### src/rtl/hazard_pkg.sv
// hazard_pkg
//   Shared types and constants for the pipeline hazard/stall controller.
//   - mac_state_e      : MAC occupancy state (RUN, MAC_BUSY)
//   - FWD_*            : execute operand forwarding select encodings
//   - mac_count_width  : width needed to hold a MAC latency countdown
package hazard_pkg;

  typedef enum logic {
    RUN      = 1'b0,
    MAC_BUSY = 1'b1
  } mac_state_e;

  localparam logic [1:0] FWD_REGFILE = 2'b00;
  localparam logic [1:0] FWD_MEM     = 2'b10;
  localparam logic [1:0] FWD_WB      = 2'b01;

  // Countdown holds at most MAC_LATENCY-1; never narrower than one bit.
  function automatic int mac_count_width(input int latency);
    return (latency > 1) ? $clog2(latency) : 1;
  endfunction

endpackage

### src/rtl/hazard_stall_controller_forwarding_unit.sv
// forwarding_unit
//   Purely combinational operand forwarding select for one execute operand.
//   Ports:
//     ex_rs   : execute-stage source register index
//     mem_rd  : memory-stage destination index
//     mem_we  : memory-stage register write enable
//     wb_rd   : writeback-stage destination index
//     wb_we   : writeback-stage register write enable
//     fwd_sel : FWD_MEM, FWD_WB or FWD_REGFILE (memory stage has priority)
module forwarding_unit
  import hazard_pkg::*;
#(
  parameter int REG_ADDR_W = 5
) (
  input  logic [REG_ADDR_W-1:0] ex_rs,
  input  logic [REG_ADDR_W-1:0] mem_rd,
  input  logic                  mem_we,
  input  logic [REG_ADDR_W-1:0] wb_rd,
  input  logic                  wb_we,
  output logic [1:0]            fwd_sel
);

  // The memory stage holds the younger result, so it wins over writeback.
  // Register 0 is hardwired zero and is never forwarded.
  always_comb begin
    fwd_sel = FWD_REGFILE;
    if (mem_we && (mem_rd != '0) && (mem_rd == ex_rs)) begin
      fwd_sel = FWD_MEM;
    end else if (wb_we && (wb_rd != '0) && (wb_rd == ex_rs)) begin
      fwd_sel = FWD_WB;
    end
  end

endmodule

### src/rtl/hazard_stall_controller.sv
// hazard_stall_controller
//   Pipeline control for the five-stage core: load-use and MAC hazard
//   detection, PC / fetch-decode write enables, bubble and flush requests,
//   operand forwarding selects, and tracking of the in-flight MAC.
//   Ports:
//     clock, reset (asynchronous, active-low)
//     id*   : decode-stage operand usage and MAC / accumulator flags
//     ex*   : execute-stage indices, load flag, taken branch/jump
//     mem*, wb* : downstream destinations and write enables
//     pcWriteEnable, fetchDecodeWriteEnable : pipeline advance enables
//     fetchDecodeFlush, decodeExecuteFlush  : flush / bubble requests
//     forwardA, forwardB : execute operand select (00 rf, 10 mem, 01 wb)
//     macBusy            : MAC unit occupied
//   Optional: define HAZARD_PERF_COUNT_EN to add saturating stallCycles and
//   flushCycles counter outputs.
module hazard_stall_controller
  import hazard_pkg::*;
#(
  parameter int MAC_LATENCY = 3,
  parameter int REG_ADDR_W  = 5
) (
  input  logic                  clock,
  input  logic                  reset,
  input  logic [REG_ADDR_W-1:0] idRs1,
  input  logic [REG_ADDR_W-1:0] idRs2,
  input  logic                  idUsesRs1,
  input  logic                  idUsesRs2,
  input  logic                  idIsMac,
  input  logic                  idUsesAccum,
  input  logic [REG_ADDR_W-1:0] exRs1,
  input  logic [REG_ADDR_W-1:0] exRs2,
  input  logic [REG_ADDR_W-1:0] exRd,
  input  logic                  exMemoryReadEnable,
  input  logic                  exPcUpdate,
  input  logic [REG_ADDR_W-1:0] memRd,
  input  logic                  memRegisterWriteEnable,
  input  logic [REG_ADDR_W-1:0] wbRd,
  input  logic                  wbRegisterWriteEnable,
  output logic                  pcWriteEnable,
  output logic                  fetchDecodeWriteEnable,
  output logic                  fetchDecodeFlush,
  output logic                  decodeExecuteFlush,
  output logic [1:0]            forwardA,
  output logic [1:0]            forwardB,
  output logic                  macBusy
`ifdef HAZARD_PERF_COUNT_EN
  ,
  output logic [31:0]           stallCycles,
  output logic [31:0]           flushCycles
`endif
);

  localparam int CNT_W = mac_count_width(MAC_LATENCY);
  localparam logic [CNT_W-1:0] MAC_RELOAD = CNT_W'(MAC_LATENCY - 1);
  localparam logic [CNT_W-1:0] CNT_ONE    = CNT_W'(1);

  mac_state_e       state_q, state_d;
  logic [CNT_W-1:0] mac_count_q, mac_count_d;
  logic             mac_busy_q, mac_busy_d;

  logic       load_use;
  logic       mac_hazard;
  logic       stall;
  logic       issue_mac;
  logic [1:0] fwd_a_raw;
  logic [1:0] fwd_b_raw;

  forwarding_unit #(.REG_ADDR_W(REG_ADDR_W)) u_fwd_a (
    .ex_rs   (exRs1),
    .mem_rd  (memRd),
    .mem_we  (memRegisterWriteEnable),
    .wb_rd   (wbRd),
    .wb_we   (wbRegisterWriteEnable),
    .fwd_sel (fwd_a_raw)
  );

  forwarding_unit #(.REG_ADDR_W(REG_ADDR_W)) u_fwd_b (
    .ex_rs   (exRs2),
    .mem_rd  (memRd),
    .mem_we  (memRegisterWriteEnable),
    .wb_rd   (wbRd),
    .wb_we   (wbRegisterWriteEnable),
    .fwd_sel (fwd_b_raw)
  );

  // A load in execute cannot forward in time for a dependent decode
  // instruction; a busy MAC blocks any instruction touching the MAC or the
  // accumulator. Both collapse into one stall.
  always_comb begin
    load_use   = exMemoryReadEnable && (exRd != '0) &&
                 ((idUsesRs1 && (exRd == idRs1)) ||
                  (idUsesRs2 && (exRd == idRs2)));
    mac_hazard = (state_q == MAC_BUSY) && (idIsMac || idUsesAccum);
    stall      = load_use || mac_hazard;
    issue_mac  = idIsMac && !stall && !exPcUpdate;
  end

  // Pipeline control priority: reset, then redirect flush, then stall.
  // Reset is folded in so the pipeline is held and flushed while reset is low.
  always_comb begin
    pcWriteEnable          = 1'b1;
    fetchDecodeWriteEnable = 1'b1;
    fetchDecodeFlush       = 1'b0;
    decodeExecuteFlush     = 1'b0;
    forwardA               = fwd_a_raw;
    forwardB               = fwd_b_raw;
    if (!reset) begin
      pcWriteEnable          = 1'b0;
      fetchDecodeWriteEnable = 1'b0;
      fetchDecodeFlush       = 1'b1;
      decodeExecuteFlush     = 1'b1;
      forwardA               = FWD_REGFILE;
      forwardB               = FWD_REGFILE;
    end else if (exPcUpdate) begin
      fetchDecodeFlush   = 1'b1;
      decodeExecuteFlush = 1'b1;
    end else if (stall) begin
      pcWriteEnable          = 1'b0;
      fetchDecodeWriteEnable = 1'b0;
      decodeExecuteFlush     = 1'b1;
    end
  end

  // MAC occupancy. The countdown ignores stalls and flushes: an issued MAC
  // is older than any branch resolving in execute, so it always completes.
  // With MAC_LATENCY of 1 the unit is never reported busy.
  always_comb begin
    state_d     = state_q;
    mac_count_d = mac_count_q;
    case (state_q)
      RUN: begin
        if (issue_mac && (MAC_LATENCY > 1)) begin
          state_d     = MAC_BUSY;
          mac_count_d = MAC_RELOAD;
        end
      end
      MAC_BUSY: begin
        if (mac_count_q <= CNT_ONE) begin
          state_d     = RUN;
          mac_count_d = '0;
        end else begin
          mac_count_d = mac_count_q - CNT_ONE;
        end
      end
      default: begin
        state_d     = RUN;
        mac_count_d = '0;
      end
    endcase
    mac_busy_d = (state_d == MAC_BUSY);
  end

  always_ff @(posedge clock or negedge reset) begin
    if (!reset) begin
      state_q     <= RUN;
      mac_count_q <= '0;
      mac_busy_q  <= 1'b0;
    end else begin
      state_q     <= state_d;
      mac_count_q <= mac_count_d;
      mac_busy_q  <= mac_busy_d;
    end
  end

  assign macBusy = mac_busy_q;

`ifdef HAZARD_PERF_COUNT_EN
  logic [31:0] stall_cycles_q, stall_cycles_d;
  logic [31:0] flush_cycles_q, flush_cycles_d;

  // Saturating counters; a flush cycle is never also counted as a stall.
  always_comb begin
    stall_cycles_d = stall_cycles_q;
    flush_cycles_d = flush_cycles_q;
    if (stall && !exPcUpdate && (stall_cycles_q != 32'hFFFF_FFFF)) begin
      stall_cycles_d = stall_cycles_q + 32'd1;
    end
    if (exPcUpdate && (flush_cycles_q != 32'hFFFF_FFFF)) begin
      flush_cycles_d = flush_cycles_q + 32'd1;
    end
  end

  always_ff @(posedge clock or negedge reset) begin
    if (!reset) begin
      stall_cycles_q <= '0;
      flush_cycles_q <= '0;
    end else begin
      stall_cycles_q <= stall_cycles_d;
      flush_cycles_q <= flush_cycles_d;
    end
  end

  assign stallCycles = stall_cycles_q;
  assign flushCycles = flush_cycles_q;
`endif

endmodule
### config.mk
export PLATFORM = sky130hd
export DESIGN_NAME = hazard_stall_controller
export DESIGN_NICKNAME = d
export VERILOG_FILES = /design/src/rtl/hazard_pkg.sv /design/src/rtl/hazard_stall_controller_forwarding_unit.sv /design/src/rtl/hazard_stall_controller.sv
export SDC_FILE = /design/constraint.sdc
export NUM_CORES = 1
export LEC_CHECK = 0
export BUFFER_PORTS_ARGS = -buffer_cell sky130_fd_sc_hd__buf_2
export CORE_MARGIN = 1.5
export CORE_UTILIZATION = 36
export CTS_CLUSTER_DIAMETER = 150
export DETAILED_ROUTE_END_ITERATION = 12
export PLACE_DENSITY = 0.87
export SYNTH_ARGS = -nofsm -noshare
export SYNTH_HDL_FRONTEND = slang
export SYNTH_SLANG_ARGS = --single-unit
### constraint.sdc
create_clock -name clock -period 1.3 [get_ports clock]
set_input_delay 0.065 -clock clock [delete_from_list [all_inputs] [get_ports clock]]
set_output_delay 0.065 -clock clock [all_outputs]
set_load 0.02 [all_outputs]
# ---- After elaboration in Yosys (flattened, before gate mapping)
# Index checks and enable logic that the tools add are counted.
dict set report totals {
  reg_bits 3
  latchBits 0
  mem_bits_rw 0
  romBits 0
  wordCells 53
  n_memories 0
}
dict set report op_classes {
  add_sub_neg 1
  mul 0
  n_div 0
  magnitude_cmp 1
  eq_ne 7
  shift 0
  muxes 20
  bitwise_logic 1
  n_reduce_logical 21
}
# operator n
set op_table {}
lappend op_table {{$eq 5x5->1} 6}
lappend op_table {{$reduce_bool 5->1} 3}
lappend op_table {{$logic_and 1x1->1} 13}
lappend op_table {{$mux 1} 12}
lappend op_table {{$mux 2} 6}
lappend op_table {{$pmux 2 s2} 1}
lappend op_table {{$logic_or 1x1->1} 3}
lappend op_table {{$le 2x1->1 const B} 1}
lappend op_table {{$logic_not 1->1} 2}
lappend op_table {{$ne 2x2->1 const B} 1}
lappend op_table {{$pmux 1 s2} 1}
lappend op_table {{$sub 2x1->2 const B} 1}
lappend op_table {{$not 1->1} 1}

# ---- Longest topological paths before layout
dict set report logic_depth {
  ltp_word 10
  ltp_mapped 5
}

# ---- Cells and area by module
# From an unflattened synthesis, not the netlist that was laid out.
dict set report unflattened {
  cells_unflattened 87
  area_unflattened_um2 670.6
}
# module n_inst cells_each area_each_um2 seq_area_each_um2
set modules_own_cells {}
lappend modules_own_cells {hazard_stall_controller 1 47 367.9 75.1}
lappend modules_own_cells {forwarding_unit 2 20 151.4 0.0}

# ---- Worst setup path before layout
# OpenSTA, ideal clock, no wires.
dict set report synth_path {
  path_type {input to output}
  start {input exRd[1]}
  end {output pcWriteEnable}
  t_arrival_ns 1.486
  t_required_ns 1.235
  slack_ns -0.251
  path_stages 4
  cell_sequence {or4_1 > o21a_1 > a31oi_1 > buf_4}
}
dict set report synth_via {
  elab_chain_len 8
}
# element line
set synth_lines {}
lappend synth_lines {{from (decl)} hazard_stall_controller.sv:32} ;# input logic [REG_ADDR_W-1:0] exRd,
lappend synth_lines {{$eq 5x5->1 (on tied branches)} {hazard_stall_controller.sv:91, hazard_stall_controller.sv:92}}
lappend synth_lines {{$logic_and 1x1->1 (on tied branches)} {hazard_stall_controller.sv:91, hazard_stall_controller.sv:92}}
lappend synth_lines {{$logic_or 1x1->1} hazard_stall_controller.sv:91} ;# ((idUsesRs1 && (exRd == idRs1)) ||
lappend synth_lines {{$logic_and 1x1->1 *} hazard_stall_controller.sv:90} ;# load_use = exMemoryReadEnable && (exRd != '0) &&
lappend synth_lines {{$logic_or 1x1->1 *} hazard_stall_controller.sv:94} ;# stall = load_use || mac_hazard;
lappend synth_lines {{$mux 1 * (3 in a row)} n/a}
lappend synth_lines {{to (decl)} hazard_stall_controller.sv:39} ;# output logic pcWriteEnable,
# Mark *: on every way between the ends. The rest lies on a longest branch, timed or not.

# ---- Worst setup path after layout
dict set report layout_path {
  start {input wbRd[2]}
  end {output forwardA[0]}
}
dict set report layout_via {
  elab_chain_len 6
}
# element line
set layout_lines {}
lappend layout_lines {{from (decl)} hazard_stall_controller.sv:37} ;# input logic [REG_ADDR_W-1:0] wbRd,
lappend layout_lines {{$reduce_bool 5->1} hazard_stall_controller_forwarding_unit.sv:29} ;# end else if (wb_we && (wb_rd != '0) && (wb_rd == ex_rs)) begin
lappend layout_lines {{$logic_and 1x1->1} hazard_stall_controller_forwarding_unit.sv:29}
lappend layout_lines {{$logic_and 1x1->1 *} hazard_stall_controller_forwarding_unit.sv:29}
lappend layout_lines {{$mux 1 *} hazard_stall_controller_forwarding_unit.sv:29}
lappend layout_lines {{$mux 2 *} hazard_stall_controller_forwarding_unit.sv:27} ;# if (mem_we && (mem_rd != '0) && (mem_rd == ex_rs)) begin
lappend layout_lines {{$mux 2 *} hazard_stall_controller.sv:107} ;# if (!reset) begin
lappend layout_lines {{to (decl)} hazard_stall_controller.sv:43} ;# output logic [1:0] forwardA,
# Marked as above.

==> impl_metrics.tcl <==
set metrics [dict create \
    outcome "complete, but fails checks" \
    violations "setup timing" \
    place_ws_ns -0.2013 \
    grt_max_degree 7 \
    slew_headroom_pct 78.54 \
    cp_data_required_time_ns 1.24 \
    post-route-min-period_ns 1.471 \
    rsz0062_at_grt "yes" \
    diodes 0 \
    fillers 108 \
    skew_ns 0.004506 \
    drive_gt1_share_pct 62.16 \
    synth_top_area_share_pct 27.27 \
    slowest_stage "or4_4" \
    initial_core_util_pct 38.37 \
    slew_violations 0 \
    wl_per_cell_um 13.13 \
    num_vias 830 \
    synth_top_flop_cell "dfrtp_1" \
    fin_cells 164 \
    hold_viol 0 \
    cp_top_family "simple AND/OR/NAND/NOR gates" \
    drtIter0Drc 8 \
    cts_root_buf "clkbuf_4" \
    regArea_um2 75.07 \
    worstMarginPinSlew_ns 0.3195 \
    synth.largest_area_cell "xnor2_1" \
    die_area_um2 1855 \
    drtPass1Iterations 4 \
    synth_commonest_cells "xnor2_1, xor2_1, nand2_1" \
    power_density_nw_per_um2 693.1 \
    cp_cell_sequence "buf_2, or4_1, o211ai_1, or4_4, nor4_4, buf_4" \
    yosysUniqueCellTypes 22 \
    die_w_um 43.07 \
    whs_ns 0.2316 \
    synth.most_common_cell "xnor2_1" \
    setup_violations 6 \
    fin_tns_setup_ns -0.4156 \
    crit_buf_inv 2 \
    syn_inst 72 \
    yosys_warnings 0 \
    critPathMaxStageDelay_ns 0.56 \
    core_um2 1506 \
    cts_tree "yes" \
    syn_area_per_cell_um2 8.029 \
    nets 194 \
    clock_path_buffers 2 \
    synth_edf_count 0 \
    cts_buffers 3 \
    fin_crit_sh_pct 113.1 \
    h-tree-depth 1 \
    area_delta_synth_final_pct 104.3 \
    hp-class "in2reg" \
    fin_ws_ns -0.1709 \
    portBuffers 53 \
    grtUsageTotal_pct 25.17 \
    place_congestion 0.8552 \
    worstSetupStartpointType "input port" \
    dp_hpwl_um 1780 \
    drc 0 \
    dp.cells 157 \
    multi_input_area_um2 583.1 \
    num_io_pins 54 \
    ir_worst_vdd_mv 0.4899 \
    cp-end-kind "output port" \
    clk_latency_ns 0.24 \
    ant_nets 0 \
    grt_overflow 0 \
    synthTopCellsByArea "xnor2_1, xor2_1, dfrtp_1" \
    grt_pass1_wl_um 3401 \
    syn-num-nets 117 \
    cts_sinks 3 \
    rows 14 \
    cts.clk_slew.worst_paths_ns 0.04 \
    vias_per_cell 5.061 \
    power.leakage_nw 0.5454 \
    arrival_ns 1.41 \
    chipHeight_um 43.07 \
    wirelength_um 2153 \
    grt_pass1_vias 875 \
    antenna_found_initial 0 \
    path_max_fanout 3 \
    fmax_mhz 679.9 \
    ys_ff_latch 3 \
    yosysSeqAreaShare_pct 12.99 \
    synth_area_um2 578.1 \
    crit_type "in2out" \
    synth-async-reset-ratio_pct 100.0 \
    maxCapViolations 0 \
]
## flip-flops by register name, indices dropped and copies added (netlist names)
register	count
mac_count_q	2
macBusy	1
## logic make-up (layout without fill, tap and decap cells)
kind of cell	Yosys count	count (layout)	synth area share, %
xor gates and xnor gates	30	30	45.45
and+or+nand+nor	24	24	24.03
buffers and inverters	3	79	2.598
DFF	3	3	12.99
AOI/OAI and AO/OA	12	12	14.94
## power by group
group          switching [mW]  internal, mW  leakage, nW
Clock                  0.0498         0.115       0.0150
Sequential             0.0338         0.138       0.0375
Combinational           0.228         0.254        0.493
## worst register-to-register path: cells and delay by family (launching register included)
family                 cells  cell delay, ns
AO/OA/AOI/OAI              2            0.41
buffers and inverters      1            0.10
flip-flops                 1            0.39
## layout make-up
| class | instances | area share, % |
|---|---|---|
| Tap cell | 16 | 1.695 |
| Clock buffer | 4 | 2.225 |
| Inverter | 2 | 0.6356 |
| Multi-Input combinational cell | 66 | 49.36 |
| Timing Repair Buffer | 73 | 39.72 |
| Sequential cell | 3 | 6.356 |
## through the flow
| step | utilization, % | power [mW] | area [um^2] |
|---|---|---|---|
| finish | 78.41 | 0.8187 | 1181 |
| global route | 78.41 | 0.8912 | 1181 |
| CTS | 77.99 | 0.8219 | 1175 |
| detailed placement | 67.19 | 0.5973 | 1012 |
| global placement | 67.19 | 0.5713 | 1012 |
| floorplan | - | 0.3969 | 606.8 |
## cell usage in the layout, fill, tap and decap left out, types with 2 or more instances in the layout
cell type   n
dfrtp_1     3
buf_4      22
o22ai_1     2
buf_2      43
nand3_1     3
xor2_1     12
clkbuf_4    3
nor4_4      3
and2_4      2
nand4_1     3
inv_1       2
or4_4       3
buf_6       7
a21bo_2     2
xnor2_1    18
nand2_1     6
## routing by layer
| layer | vias up | global-route usage (%) | wire (um) | part of all wire, % |
|---|---|---|---|---|
| met1 | 371 | 22.42 | 735 | 34 |
| met2 | 49 | 49.70 | 1164 | 54 |
| met3 | 4 | 8.085 | 204 | 9.5 |
| met5 | - | 0 | 0 | 0 |
| met4 | 0 | 11.52 | 49 | 2.3 |
| li1 | 406 | - | - | - |
## repair_timing
| action | in CTS | in global routing |
|---|---|---|
| hold buffers | 1 | 0 |
| endpoints found under the hold margin | 3 | 0 |
| setup endpoints to repair | 7 | 7 |
| buffers inserted | 2 | 0 |
| gates resized for setup | 27 | 3 |
| pin swaps | 6 | 1 |
## worst paths after layout
path | cells after the start | to | slack (ns) | startpoint
worst max-delay path | 6 | forwardA[0] | -0.17 | wbRd[2]
min in group asynchronous | 3 | mac_count_q[0] | 0.34 | reset
max in group asynchronous | 3 | macBusy | 0.81 | reset
worst max register to register | 3 | mac_count_q[1] | 0.29 | macBusy
worst min register to register | 1 | mac_count_q[0] | 0.49 | mac_count_q[0]
worst min-delay path | 4 | mac_count_q[0] | 0.23 | idIsMac
No activity file was read; power rests on OpenSTA's default activity.
